`src/rtl/frame_grabber.sv`:
```
// Single-frame capture engine: crops a window from a raster pixel stream and box-averages it into OUT_W x OUT_H bytes.
// Optional macro FRAME_GRABBER_THRESH_EN binarises each output pixel against the thresh input.
module frame_grabber #(
  parameter int SRC_W  = 640,
  parameter int SRC_H  = 480,
  parameter int PIX_W  = 12,
  parameter int SCALE  = 8,
  parameter int OUT_W  = 28,
  parameter int OUT_H  = 28,
  parameter int X0     = 208,
  parameter int Y0     = 128,
  parameter int ADDR_W = 10,
  parameter int INVERT = 1
) (
  input  logic              clk,
  input  logic              rst,
  input  logic              arm,
  input  logic              in_valid,
  input  logic              in_sof,
  input  logic [PIX_W-1:0]  in_data,
  input  logic [7:0]        thresh,
  output logic              busy,
  output logic              done,
  output logic              wr_en,
  output logic [ADDR_W-1:0] wr_addr,
  output logic [7:0]        wr_data
);

  localparam int LOG2S = $clog2(SCALE);
  localparam int XW    = $clog2(SRC_W + 1);
  localparam int YW    = $clog2(SRC_H + 1);
  localparam int OXW   = (OUT_W > 1) ? $clog2(OUT_W) : 1;
  localparam int OYW   = (OUT_H > 1) ? $clog2(OUT_H) : 1;
  localparam int AW    = PIX_W + 2 * LOG2S;

  localparam logic [XW-1:0]     X_LO      = XW'(X0);
  localparam logic [XW-1:0]     X_HI      = XW'(X0 + OUT_W * SCALE);
  localparam logic [XW-1:0]     X_LAST    = XW'(SRC_W - 1);
  localparam logic [XW-1:0]     X_MASK    = XW'(SCALE - 1);
  localparam logic [YW-1:0]     Y_LO      = YW'(Y0);
  localparam logic [YW-1:0]     Y_HI      = YW'(Y0 + OUT_H * SCALE);
  localparam logic [YW-1:0]     Y_MASK    = YW'(SCALE - 1);
  localparam logic [ADDR_W-1:0] LAST_ADDR = ADDR_W'(OUT_W * OUT_H - 1);

  typedef enum logic [1:0] {
    IDLE    = 2'd0,
    ARMED   = 2'd1,
    CAPTURE = 2'd2,
    DONE    = 2'd3
  } state_t;

  state_t state, state_nxt;
  logic   busy_nxt, done_nxt;

  logic [XW-1:0]     x_pos, cur_x, dx;
  logic [YW-1:0]     y_pos, cur_y, dy;
  logic [OXW-1:0]    ox;
  logic [OYW-1:0]    oy;
  logic [AW-1:0]     acc [OUT_W];
  logic [AW-1:0]     acc_base, sum;
  logic [7:0]        avg8, pix8, out8;
  logic [ADDR_W-1:0] addr;
  logic              take, in_win, blk_end, wr_last;

  // The sof pixel is always position (0,0), whatever the counters say.
  always_comb begin
    take     = in_valid && (((state == ARMED) && in_sof) || (state == CAPTURE));
    cur_x    = in_sof ? {XW{1'b0}} : x_pos;
    cur_y    = in_sof ? {YW{1'b0}} : y_pos;
    in_win   = (cur_x >= X_LO) && (cur_x < X_HI) && (cur_y >= Y_LO) && (cur_y < Y_HI);
    dx       = cur_x - X_LO;
    dy       = cur_y - Y_LO;
    ox       = OXW'(dx >> LOG2S);
    oy       = OYW'(dy >> LOG2S);
    blk_end  = ((dx & X_MASK) == X_MASK) && ((dy & Y_MASK) == Y_MASK);
    acc_base = in_sof ? {AW{1'b0}} : acc[ox];
    sum      = acc_base + AW'(in_data);
    avg8     = sum[AW-1 -: 8];
    pix8     = (INVERT != 0) ? ~avg8 : avg8;
`ifdef FRAME_GRABBER_THRESH_EN
    out8     = (pix8 >= thresh) ? 8'hFF : 8'h00;
`else
    out8     = pix8;
`endif
    addr     = ADDR_W'(int'(oy) * OUT_W + int'(ox));
    wr_last  = wr_en && (wr_addr == LAST_ADDR);
  end

  // State register plus registered status outputs.
  always_ff @(posedge clk) begin
    if (rst) begin
      state <= IDLE;
      busy  <= 1'b0;
      done  <= 1'b0;
    end else begin
      state <= state_nxt;
      busy  <= busy_nxt;
      done  <= done_nxt;
    end
  end

  // Next-state logic; arm is only honoured while not busy.
  always_comb begin
    state_nxt = state;
    case (state)
      IDLE:    state_nxt = arm ? ARMED : IDLE;
      ARMED:   state_nxt = (in_valid && in_sof) ? CAPTURE : ARMED;
      CAPTURE: state_nxt = wr_last ? DONE : CAPTURE;
      DONE:    state_nxt = arm ? ARMED : DONE;
      default: state_nxt = IDLE;
    endcase
  end

  // Status decoded from the upcoming state so it registers in step with it.
  always_comb begin
    busy_nxt = (state_nxt == ARMED) || (state_nxt == CAPTURE);
    done_nxt = (state_nxt == DONE);
  end

  // Position tracking, accumulation and the registered write port.
  always_ff @(posedge clk) begin
    if (rst) begin
      x_pos   <= {XW{1'b0}};
      y_pos   <= {YW{1'b0}};
      wr_en   <= 1'b0;
      wr_addr <= {ADDR_W{1'b0}};
      wr_data <= 8'h00;
      for (int i = 0; i < OUT_W; i++) acc[i] <= {AW{1'b0}};
    end else begin
      wr_en <= 1'b0;
      if (take) begin
        if (cur_x == X_LAST) begin
          x_pos <= {XW{1'b0}};
          y_pos <= cur_y + {{(YW-1){1'b0}}, 1'b1};
        end else begin
          x_pos <= cur_x + {{(XW-1){1'b0}}, 1'b1};
          y_pos <= cur_y;
        end
        if (in_sof) begin
          for (int i = 0; i < OUT_W; i++) acc[i] <= {AW{1'b0}};
        end
        if (in_win) begin
          if (blk_end) begin
            acc[ox] <= {AW{1'b0}};
            wr_en   <= 1'b1;
            wr_addr <= addr;
            wr_data <= out8;
          end else begin
            acc[ox] <= sum;
          end
        end
      end
    end
  end

endmodule

```
`config.mk`:
```
export PLATFORM = sky130hd
export DESIGN_NAME = frame_grabber
export DESIGN_NICKNAME = d
export VERILOG_FILES = /design/src/rtl/frame_grabber.sv
export SDC_FILE = /design/constraint.sdc
export NUM_CORES = 1
export LEC_CHECK = 0
export ABC_AREA = 1
export BUFFER_PORTS_ARGS = -buffer_cell sky130_fd_sc_hd__buf_2
export CORE_ASPECT_RATIO = 0.7
export CORE_UTILIZATION = 60
export CTS_CLUSTER_SIZE = 20
export DETAILED_ROUTE_END_ITERATION = 6
export PLACE_DENSITY = 0.82
export SLEW_MARGIN = 20
export SYNTH_ARGS = -nofsm -noshare
export SYNTH_HDL_FRONTEND = slang
export SYNTH_SLANG_ARGS = --single-unit
```
`constraint.sdc`:
```
create_clock -name clk -period 8.5 [get_ports clk]
set_input_delay 1.7 -clock clk [delete_from_list [all_inputs] [get_ports clk]]
set_output_delay 1.7 -clock clk [all_outputs]
set_load 0.02 [all_outputs]
```
==> results_tabular.tex <==
\begin{tabular}{lr}
\hline
Metric & Value \\
\hline
\multicolumn{2}{l}{\textbf{Clock network}} \\
\# hold bufs at CTS & 0 \\
CTS tree & yes \\
Clock insertion delay at the later pin of the skew report & 600 ps \\
Cells resized by post-CTS repair & 0 \\
Clock buffer count from CTS & 55 \\
Maximum buffer depth of the clock tree & 3 \\
Clk root buf & clkbuf\_16 \\
Total setup buffers inserted after CTS & 0 \\
Max H-tree Level & 2 \\
Count of clock tree sinks & 618 \\
Register clock-pin slew on the reported worst setup and hold paths & 70 ps \\
\multicolumn{2}{l}{\textbf{Layout}} \\
Number of nets in the layout & 2773 \\
Total of fill cells in the finished design & 3228 \\
Layout cells sized above 1 & 0.0952 \\
Synthesis-to-layout area growth & 9.96\% \\
Final non-filler cell total & 3356 \\
\multicolumn{2}{l}{\textbf{Routing}} \\
Via count & 21.2k \\
Routed wire length per instance & 23.9 um \\
Final Routed Wirelength & 80.1 mm \\
Count of antenna-violating nets left after detailed routing & 0 \\
Via/cell ratio & 6.31 \\
Detailed Routing Iterations Pass 1 & 7 \\
Violation count after the first detailed-routing iteration & 3989 \\
DRC violation count after routing & 1 \\
\multicolumn{2}{l}{\textbf{Synth}} \\
Post-synthesis share of cell area spent on xor and xnor gates & 0.00630 \\
Simple-gate share of the synthesized area & 0.186 \\
Number of different library cells in the post-synthesis netlist & 48 \\
Syn\_area\_per\_cell & 10.5 sq um \\
Mapped Cells & 2659 \\
Combinational family with the most area after synthesis & simple AND/OR/NAND/NOR gates \\
Dominant cells by area after synthesis & edfxtp\_1 62\%, nor2\_1 9.8\%, o22ai\_1 4.5\% \\
Multiplexer area fraction after synthesis & 0 \\
Yosys warning count & 0 \\
Share of the synthesized area in the top cell type & 0.622 \\
Synth Area in Compound Gates & 0.0836 \\
Sequential share of the synthesized area & 0.653 \\
Largest area contributor in the netlist & edfxtp\_1 \\
Synthesis-stage register bit count & 618 \\
Synthesized-area fraction occupied by adder cells & 0.0204 \\
Cell area after synthesis & 0.0278 sq mm \\
\multicolumn{2}{l}{\textbf{Power}} \\
Sequential share of power & 0.557 \\
Switching share of power & 0.211 \\
Net Sw Power & 1320 uW \\
Maximum vdd drop & 0.166 mV \\
Total internal power & 4930 uW \\
Design Power & 6250 uW \\
Leak pwr & 0.0112 uW \\
Combinational share of power & 0.034 \\
Fraction of power consumed by the clock network & 0.409 \\
Cell Pwr Density & 205 mW/mm\^{}2 \\
\multicolumn{2}{l}{\textbf{Critical path}} \\
Arrival time at the worst endpoint & 7220 ps \\
Critical Path End Type & flip-flop \\
Crit-path max FO & 49 \\
Reg2Reg Setup Slack & 2390 ps \\
Data required time at the worst endpoint & 8810 ps \\
CP Class & input pin to flip-flop \\
Startpoint Class & input pin \\
\multicolumn{2}{l}{\textbf{Placed design}} \\
GPL Wtd Cong & 0.943 \\
Post-detail-place hpwl & 50.1 mm \\
Cell total after placement & 3253 \\
Number of port buffers & 37 \\
Post-Place Worst Slack & 1260 ps \\
\multicolumn{2}{l}{\textbf{Timing}} \\
Final number of setup-violating endpoints & 0 \\
Final worst path period share & 0.813 \\
Unrepaired setup endpoints after global routing & false \\
Post-route minimum period & 6910 ps \\
Clock Skews & 17.5 ps \\
Worst setup slack after layout & 1590 ps \\
Final hold violation count & 0 \\
Setup TNS & 0 ps \\
Final Max Slew Viols & 0 \\
Slew of the pin with the lowest slew margin & 1090 ps \\
Max transition margin & 0.270 \\
FMAX & 145 MHz \\
\multicolumn{2}{l}{\textbf{Min path}} \\
Path category of the worst min-delay check & flip-flop to flip-flop \\
\multicolumn{2}{l}{\textbf{Global routing}} \\
Gr ovfl total & 0 \\
Pin count of the biggest net entering global routing & 53 \\
Initial antenna violation count & 2 \\
Total GRT Usage & 0.339 \\
Global-route wire length before repair & 119 mm \\
Via count of the first global-routing pass & 20.3k \\
\multicolumn{2}{l}{\textbf{Floorplanning}} \\
Cell Rows & 65 \\
I/O pin count & 46 \\
Die Span Y & 182 um \\
Die width & 259 um \\
Initial core utilization & 0.612 \\
CORE AREA & 0.0454 sq mm \\
Die area & 0.0472 sq mm \\
\multicolumn{2}{l}{\textbf{Run status}} \\
Status & complete, but fails checks \\
Violated checks & DRC \\
\multicolumn{2}{l}{\textbf{Run}} \\
Number of max-cap violations & 0 \\
\hline
\end{tabular}
[routing by layer]
| metal | part of all wire | vias to the layer above | track usage | routed length, um |
|---|---|---|---|---|
| met4 | 0.038 | 2 | 0.125 | 3070 |
| li1 | - | 9185 | - | - |
| met1 | 0.36 | 10100 | 0.468 | 29000 |
| met3 | 0.16 | 239 | 0.111 | 12700 |
| met2 | 0.44 | 1660 | 0.504 | 35200 |
| met5 | 0.00016 | - | 0 | 13 |
[cell usage after synthesis (all sizes together)]
| master | n |
|---|---|
| nand2 | 318 |
| clkbuf | 77 |
| nor3b | 1 |
| o221ai | 3 |
| o22ai | 198 |
| xnor2 | 4 |
| o21a | 1 |
| o22a | 2 |
| a31o | 1 |
| o211ai | 11 |
| nand4 | 14 |
| a21oi | 44 |
| xor2 | 16 |
| o31ai | 2 |
| buf | 91 |
| a211oi | 2 |
| conb | 1 |
| dfxtp | 42 |
| or2 | 19 |
| nand3b | 7 |
| nand3 | 97 |
| a21o | 1 |
| inv | 161 |
| o21ai | 131 |
| a22oi | 1 |
| o41ai | 1 |
| nor3 | 25 |
| a31oi | 2 |
| edfxtp | 576 |
| nor4 | 6 |
| ha | 34 |
| fa | 7 |
| nor4b | 1 |
| nor2 | 762 |
[worst paths after layout]
kind	from	end	depth (start not counted)
worst max-delay path	in_sof	acc[22][14]$_SDFFCE_PN0P_	23
worst min-delay path	x_pos[9]$_SDFFE_PP0P_	x_pos[9]$_SDFFE_PP0P_	2
worst max register to register	x_pos[4]$_SDFFE_PP0P_	acc[22][14]$_SDFFCE_PN0P_	23
worst min register to register	x_pos[9]$_SDFFE_PP0P_	x_pos[9]$_SDFFE_PP0P_	2
[flip-flops by register name, indices dropped and copies added (netlist names)]
register / flops
acc: 576
wr_addr: 10
x_pos: 10
y_pos: 9
wr_data: 8
state: 2
busy: 1
done: 1
wr_en: 1
[per-stage QoR]
step / utilization / hold slack (ps) / instance area [sq um]
after floorplan: - / 444 / 28100
after global placement: 0.633 / 451 / 28700
after detailed placement: 0.633 / 456 / 28700
after CTS: 0.673 / 465 / 30500
after global routing: 0.673 / 499 / 30600
final: 0.673 / 469 / 30600
[worst max-delay path, cell delays in order]
cell and delay [ps]:
buf_2 180, inv_6 320, nand2_2 130, buf_4 240, nand2_4 370, buf_12 300
o22ai_1 130, o21ai_0 290, o211ai_1 320, nor4_1 750, inv_1 160, fa_1 470
o31ai_1 290, buf_4 180, a31o_2 240, nand3_1 170, nor2_1 190, nand2_1 70
nand2_1 180, nor2_4 80, inv_2 80, buf_12 200, nor2_1 70
[cell families (layout without fill, tap and decap cells)]
| logic type | after synthesis | after routing |
|---|---|---|
| buf+inv | 329 | 350 |
| flops | 618 | 618 |
| other cells | 1 | 74 |
| xor+xnor | 20 | 20 |
| compound gates | 400 | 400 |
| fa+ha+maj | 41 | 41 |
| simple gates | 1250 | 1250 |
[cell usage in the layout, fill, tap and decap left out, types with 12 or more instances in the layout]
cell type	n
or2_2	17
nor3_1	25
ha_1	34
clkinv_1	15
clkbuf_1	13
o22ai_1	198
buf_4	40
inv_1	137
nand4_1	12
clkbuf_16	55
nor2_1	724
nand3_1	94
edfxtp_1	576
o21ai_0	128
conb_1	72
dfxtp_1	42
xor2_1	16
nor2_2	30
a21oi_1	44
inv_2	23
nand2_1	302
buf_2	37
[power by group through the flow]
| stage | logic, uW | registers [uW] | clock network, uW |
|---|---|---|---|
| 3_3_place_gp | 196 | 3540 | 0 |
| 4_1_cts | 204 | 3480 | 2530 |
| 5_1_grt | 228 | 3490 | 2650 |
| 2_1_floorplan | 135 | 3530 | 0 |
| 6_report | 211 | 3480 | 2560 |
| 3_5_place_dp | 202 | 3550 | 0 |
[layout make-up]
type | instances | area [sq um] | share of cell area
flip-flops and latches | 618 | 18100 | 0.594
multi-input cells | 1783 | 8540 | 0.280
clock buffers | 68 | 1430 | 0.0466
well taps | 603 | 754 | 0.0247
repair buffers | 88 | 706 | 0.0231
inverters | 161 | 609 | 0.0199
clock inverters | 33 | 377 | 0.0123
diodes | 2 | 5.00 | 0.000164
Power figures use the tool's default switching activity.
